### src/rtl/trng_sample_ctrl.sv
// ---------------------------------------------------------------------------
// trng_sample_ctrl
//
// Sequencing controller for an RS-latch entropy cell. The cell is powered up
// and allowed to settle for a fixed number of cycles. Its output is then
// sampled in pairs through a two-flop synchronizer. A von Neumann corrector
// debiases the pairs, and the accepted bits are packed MSB-first into bytes
// that leave over a valid/ready handshake. A repetition-count health test
// watches the raw stream and latches a sticky failure that shuts the cell off.
//
// Parameters
//   SETTLE_CYCLES  cycles src_en is high before the first sample (1..255)
//   RCT_LIMIT      identical consecutive raw samples that trip the test (2..255)
//
// Ports
//   clk          in   system clock, all state on the rising edge
//   rst_n        in   asynchronous active-low reset
//   enable       in   level-sensitive run request
//   raw_bit      in   entropy cell output, asynchronous to clk
//   src_en       out  enable to the entropy cell
//   byte_out     out  assembled random byte (meaningful while byte_valid)
//   byte_valid   out  byte_out holds a complete byte
//   byte_ready   in   consumer accepts the byte
//   health_fail  out  sticky repetition-count failure
//   busy         out  controller is not idle
// ---------------------------------------------------------------------------
module trng_sample_ctrl #(
    parameter int SETTLE_CYCLES = 4,
    parameter int RCT_LIMIT     = 16
) (
    input  logic       clk,
    input  logic       rst_n,
    input  logic       enable,
    input  logic       raw_bit,
    output logic       src_en,
    output logic [7:0] byte_out,
    output logic       byte_valid,
    input  logic       byte_ready,
    output logic       health_fail,
    output logic       busy
);

    typedef enum logic [2:0] {
        S_IDLE,
        S_SETTLE,
        S_SAMP_A,
        S_SAMP_B,
        S_OUTPUT,
        S_FAIL
    } state_t;

    localparam logic [7:0] SETTLE_INIT = 8'(SETTLE_CYCLES);
    localparam logic [7:0] RCT_MAX     = 8'(RCT_LIMIT);

    // Synchronizer flops; r_sync2 is the only copy of the cell output used.
    logic       r_sync1;
    logic       r_sync2;

    state_t     r_state;
    state_t     w_nextState;

    logic [7:0] r_settleCnt;
    logic [3:0] r_bitCnt;
    logic       r_sampA;
    logic       r_prevRaw;
    logic [7:0] r_rctCnt;
    logic [7:0] r_byte;

    logic       r_srcEn;
    logic       r_byteValid;
    logic       r_healthFail;
    logic       r_busy;

    logic       w_sampling;
    logic [7:0] w_rctNext;
    logic       w_rctTrip;
    logic       w_pairValid;

    // Bring the asynchronous cell output into the clock domain.
    always_ff @(posedge clk or negedge rst_n) begin
        if (!rst_n) begin
            r_sync1 <= 1'b0;
            r_sync2 <= 1'b0;
        end else begin
            r_sync1 <= raw_bit;
            r_sync2 <= r_sync1;
        end
    end

    // Repetition-count bookkeeping for the sample taken this cycle. The
    // counter never passes RCT_LIMIT because reaching it leaves the sampling
    // states, so the increment cannot wrap.
    assign w_sampling  = (r_state == S_SAMP_A) || (r_state == S_SAMP_B);
    assign w_rctNext   = (r_sync2 == r_prevRaw) ? (r_rctCnt + 8'd1) : 8'd1;
    assign w_rctTrip   = w_sampling && (w_rctNext == RCT_MAX);

    // Von Neumann: a pair is kept only when its two samples differ, and the
    // kept bit is the first sample of the pair (10 -> 1, 01 -> 0).
    assign w_pairValid = (r_state == S_SAMP_B) && (r_sampA != r_sync2);

    // Next-state decision. A health trip outranks everything else in the
    // sampling states; a dropped enable is honoured immediately except in
    // OUTPUT, where the pending byte must be handed off first.
    always_comb begin
        w_nextState = r_state;
        case (r_state)
            S_IDLE: begin
                if (enable)
                    w_nextState = S_SETTLE;
            end
            S_SETTLE: begin
                if (!enable)
                    w_nextState = S_IDLE;
                else if (r_settleCnt == 8'd1)
                    w_nextState = S_SAMP_A;
            end
            S_SAMP_A: begin
                if (w_rctTrip)
                    w_nextState = S_FAIL;
                else if (!enable)
                    w_nextState = S_IDLE;
                else
                    w_nextState = S_SAMP_B;
            end
            S_SAMP_B: begin
                if (w_rctTrip)
                    w_nextState = S_FAIL;
                else if (!enable)
                    w_nextState = S_IDLE;
                else if (w_pairValid && (r_bitCnt == 4'd7))
                    w_nextState = S_OUTPUT;
                else
                    w_nextState = S_SAMP_A;
            end
            S_OUTPUT: begin
                // byte_valid is always high here, so ready alone completes it.
                if (byte_ready)
                    w_nextState = enable ? S_SAMP_A : S_IDLE;
            end
            S_FAIL: begin
                if (!enable)
                    w_nextState = S_IDLE;
            end
            default: w_nextState = S_IDLE;
        endcase
    end

    // State register, registered outputs decoded from the upcoming state, and
    // the datapath registers that each state owns.
    always_ff @(posedge clk or negedge rst_n) begin
        if (!rst_n) begin
            r_state      <= S_IDLE;
            r_settleCnt  <= 8'd0;
            r_bitCnt     <= 4'd0;
            r_sampA      <= 1'b0;
            r_prevRaw    <= 1'b0;
            r_rctCnt     <= 8'd0;
            r_byte       <= 8'h00;
            r_srcEn      <= 1'b0;
            r_byteValid  <= 1'b0;
            r_healthFail <= 1'b0;
            r_busy       <= 1'b0;
        end else begin
            r_state      <= w_nextState;
            r_srcEn      <= (w_nextState == S_SETTLE) || (w_nextState == S_SAMP_A) ||
                            (w_nextState == S_SAMP_B) || (w_nextState == S_OUTPUT);
            r_byteValid  <= (w_nextState == S_OUTPUT);
            r_healthFail <= (w_nextState == S_FAIL);
            r_busy       <= (w_nextState != S_IDLE);

            case (r_state)
                S_IDLE: begin
                    r_rctCnt  <= 8'd0;
                    r_prevRaw <= 1'b0;
                    r_bitCnt  <= 4'd0;
                    if (enable)
                        r_settleCnt <= SETTLE_INIT;
                end
                S_SETTLE: begin
                    r_settleCnt <= r_settleCnt - 8'd1;
                end
                S_SAMP_A: begin
                    r_sampA   <= r_sync2;
                    r_prevRaw <= r_sync2;
                    r_rctCnt  <= w_rctNext;
                end
                S_SAMP_B: begin
                    r_prevRaw <= r_sync2;
                    r_rctCnt  <= w_rctNext;
                    if (w_pairValid && !w_rctTrip && enable) begin
                        r_byte   <= {r_byte[6:0], r_sampA};
                        r_bitCnt <= r_bitCnt + 4'd1;
                    end
                end
                S_OUTPUT: begin
                    if (byte_ready)
                        r_bitCnt <= 4'd0;
                end
                default: begin
                end
            endcase

            // Any exit to IDLE or FAIL throws away a partially built byte.
            if ((w_nextState == S_IDLE) || (w_nextState == S_FAIL))
                r_bitCnt <= 4'd0;
        end
    end

    assign src_en      = r_srcEn;
    assign byte_out    = r_byte;
    assign byte_valid  = r_byteValid;
    assign health_fail = r_healthFail;
    assign busy        = r_busy;

endmodule

### config.mk
export PLATFORM = sky130hd
export DESIGN_NAME = trng_sample_ctrl
export DESIGN_NICKNAME = d
export VERILOG_FILES = /design/src/rtl/trng_sample_ctrl.sv
export SDC_FILE = /design/constraint.sdc
export NUM_CORES = 1
export LEC_CHECK = 0
export ABC_CLOCK_PERIOD_IN_PS = 5150
export CAP_MARGIN = 20
export CORE_ASPECT_RATIO = 0.5
export CORE_MARGIN = 2
export CORE_UTILIZATION = 40
export CTS_BUF_LIST = sky130_fd_sc_hd__clkbuf_8
export CTS_CLUSTER_SIZE = 10
export DETAILED_ROUTE_END_ITERATION = 10
export DONT_BUFFER_PORTS = 1
export PLACE_DENSITY = 0.55
export RECOVER_POWER = 50
export SYNTH_ARGS = -nofsm -noshare
export SYNTH_HDL_FRONTEND = slang
export SYNTH_SLANG_ARGS = --single-unit
### constraint.sdc
create_clock -name clk -period 5.15 [get_ports clk]
set_input_delay 0 -clock clk [delete_from_list [all_inputs] [get_ports clk]]
set_output_delay 0 -clock clk [all_outputs]
set_load 0.02 [all_outputs]
==> impl_metrics.py <==
metrics = {
    "layout": {
        "nets": 209,
        "layout-drive-gt1-share": 0.109,
        "area_delta_synth_final_pct": 10.4,
        "fin_util": 0.452,
        "insertedDiodeCount": 0,
    },
    "synth": {
        "syn_inst": 195,
        "synth_edf_count": 0,
        "yosysWarnings": 0,
        "yosysSeqAreaShare": 0.493,
        "syn_area_per_cell_sq_um": 10.2,
        "syn_nets": 204,
        "synth-seq-cells": 39,
        "ys_async_sr_fraction": 1.00,
        "synthFlopType": "dfrtp_1",
        "synth_cell_types": 46,
        "synth.cell_area_sq_mm": 0.00198,
    },
    "cts": {
        "cts_sinks": 39,
        "cts_htree_levels": 2,
        "cts-root-buf": "clkbuf_8",
        "cts.reportedPaths.clkPinSlew_ns": 0.08,
        "cts_setup_buffers": 0,
        "clk_latency_ns": 0.29,
        "numCtsBuffers": 5,
        "cts_buffer_depth": 2,
        "cts_tree": "yes",
    },
    "job": {
        "cap_violations": 1,
    },
    "timing": {
        "fin_crit_ns": 2.50,
        "post-route-period-util": 0.485,
        "finalHoldViolCount": 0,
        "rsz0062_at_grt": "false",
        "tightest_slew_ns": 2.05,
        "max_slew_margin": -0.370,
        "setup_tns_ns": 0,
        "fin_skew_ns": 0.00567,
        "maxSlewViolCount": 40,
        "max_clock_freq_ghz": 0.401,
        "report.final.setup_viol": 0,
    },
    "setup_path": {
        "crit_buf_inv": 0,
        "slowest_delay_ns": 0.43,
        "worstSetupPathDepth": 7,
        "start_kind": "flop",
        "r2r_start": "r_rctCnt[0]",
        "path_cells": "ha_1 -> xor2_1 -> or3_4 -> a2111oi_4 -> a21o_1 -> mux2_2 -> nor2_1",
        "crit_fanout": 11,
        "cp.arrival_ns": 2.72,
        "path_delay_family": "compound AO/OA/AOI/OAI gates",
        "crit_path_top_delay_cell": "a21o_1",
        "crit_type": "flop to flop",
        "crit_required_ns": 5.37,
        "reg2reg_depth": 7,
        "worstSetupStartpoint": "r_rctCnt[0]",
        "cp-end-kind": "flop",
    },
    "placed_design": {
        "dp_hpwl_mm": 2.78,
        "gp_congestion": 0.800,
        "io_buffers": 0,
    },
    "drt": {
        "totalWireLength_mm": 3.92,
        "drc_errors": 0,
        "drt_first_pass_iters": 4,
        "dr.first_iter.drc_count": 74,
        "drt.antenna.violating_nets": 0,
        "viasPerCell": 5.34,
        "wl_per_cell_microns": 14.5,
        "via_count": 1447,
    },
    "grt": {
        "grt_max_degree": 40,
        "grt-ovfl-total": 0,
        "antenna_found_initial": 0,
        "grt_pass1_wl_mm": 6.58,
        "track_usage": 0.155,
        "grt_pass1_vias": 1337,
    },
    "floorplan": {
        "ioPinCount": 17,
        "initial_utilization": 0.409,
        "die_h_microns": 53.8,
        "die_w_microns": 104,
        "die-area_sq_mm": 0.00556,
        "core_area_sq_mm": 0.00484,
        "row_count": 18,
    },
    "min_path": {
        "hold_depth": 3,
        "hp-start": "enable",
        "hold_path_class": "input port to flop",
    },
    "power_and_ir_drop": {
        "power.density_mw_per_mm2": 346,
        "leakage_nw": 0.953,
        "peakVddDrop_mv": 0.129,
    },
    "status": {
        "outcome": "finished with violations",
        "violations": "capacitance limit, slew limit",
    },
}
flip-flops by register name, indices dropped and copies added (netlist names):
signal / count
busy: 1
byte_out: 8
byte_valid: 1
health_fail: 1
r_bitCnt: 4
r_prevRaw: 1
r_rctCnt: 8
r_sampA: 1
r_settleCnt: 8
r_state: 3
r_sync1: 1
r_sync2: 1
src_en: 1
Yosys cell counts (all sizes together) (2+ instances only):
master | number | share of area
o31ai | 2 | 0.0076
inv | 7 | 0.013
a21o | 2 | 0.0076
a31oi | 5 | 0.016
a21oi | 7 | 0.018
o211ai | 2 | 0.0076
nand3b | 3 | 0.011
xnor2 | 4 | 0.021
buf | 3 | 0.011
nor2 | 12 | 0.023
dfrtp | 39 | 0.49
o21ai | 14 | 0.035
o22ai | 2 | 0.0063
mux2 | 11 | 0.063
nand4 | 2 | 0.0063
a22o | 3 | 0.013
xor2 | 3 | 0.013
nor2b | 2 | 0.0063
and4 | 2 | 0.0088
nor3 | 4 | 0.010
o41ai | 2 | 0.0088
ha | 4 | 0.025
nand2b | 3 | 0.0095
nand3 | 10 | 0.028
nor4 | 2 | 0.0063
clkbuf | 3 | 0.0057
nand2 | 27 | 0.051
cell families (layout without fill, tap and decap cells):
logic type	Yosys count	count (layout)	share of synthesized area
mux	12	12	0.0676
flops	39	39	0.493
buf+inv	13	19	0.0297
fa+ha+maj	4	4	0.0253
compound gates	46	46	0.160
simple gates	74	74	0.190
xor+xnor	7	7	0.0348
final cells by class:
cell class,instances,area (sq um)
multi-input cells,143,946
well taps,70,87.6
clock inverters,2,35.0
fillers,465,2660
clock buffers,6,82.6
inverters,7,26.3
flip-flops and latches,39,976
repair buffers,4,33.8
path summary, 6_finish.rpt:
path | end | slack (ns)
worst max-delay path | r_bitCnt[0] | 2.65
worst min-delay path | r_state[2] | 0.02
worst max register to register | r_bitCnt[0] | 2.65
worst min register to register | r_sync2 | 0.36
max in group asynchronous | r_rctCnt[3] | 3.13
min in group asynchronous | byte_valid | 0.84
routing by layer:
layer	vias to the layer above	GRT usage	part of all wire
li1	718	-	-
met1	705	0.215	0.53
met2	22	0.245	0.43
met3	2	0.0436	0.040
met4	0	0.0405	0.0046
met5	-	0	0
where the power goes:
| part | internal, mW | switching [mW] |
|---|---|---|
| Combinational | 0.0462 | 0.0639 |
| Clock | 0.157 | 0.109 |
| Sequential | 0.340 | 0.0397 |
| Total | 0.543 | 0.213 |
repair_timing:
action                                  4_1_cts  5_1_grt
gates resized for setup                       0        0
hold buffers                                  4        0
endpoints found under the setup margin        0        0
hold endpoints to repair                     43        0
worst reg2reg max path: cells and delay by family, from the launching register on:
family | cells | cell delay [ns]
mux | 1 | 0.38
flops | 1 | 0.42
xor+xnor | 1 | 0.18
compound gates | 2 | 0.75
fa+ha+maj | 1 | 0.26
simple gates | 2 | 0.44
through the flow:
step	instance area, sq um	power, mW	hold WS, ns	worst slack (ns)	std cells
after global routing	2190	0.799	0.0146	2.46	271
final	2190	0.756	0.0183	2.65	271
after floorplan	1980	0.462	-0.296	2.93	195
after CTS	2200	0.765	0.00923	2.63	271
after detailed placement	2040	0.489	-0.294	2.65	259
after global placement	2040	0.486	-0.294	2.70	259
layout by cell type (no fill, tap or decap), drive strengths merged, types with 2 or more instances in the layout:
| cell type | netlist | routed |
|---|---|---|
| a22o | 3 | 3 |
| clkbuf | 3 | 7 |
| o211ai | 2 | 2 |
| nand2b | 3 | 3 |
| nand3 | 10 | 10 |
| ha | 4 | 4 |
| o41ai | 2 | 2 |
| inv | 7 | 7 |
| a21oi | 7 | 7 |
| o22ai | 2 | 2 |
| a21o | 2 | 2 |
| mux2 | 11 | 11 |
| o21ai | 14 | 14 |
| a31oi | 5 | 5 |
| xnor2 | 4 | 4 |
| o31ai | 2 | 2 |
| dfrtp | 39 | 39 |
| nor2 | 12 | 12 |
| and4 | 2 | 2 |
| dlygate4sd3 | 0 | 3 |
| nand2 | 27 | 27 |
| nor2b | 2 | 2 |
| xor2 | 3 | 3 |
| nor3 | 4 | 4 |
| nand4 | 2 | 2 |
| nor4 | 2 | 2 |
| nand3b | 3 | 3 |
(Power assumes the default switching activity.)
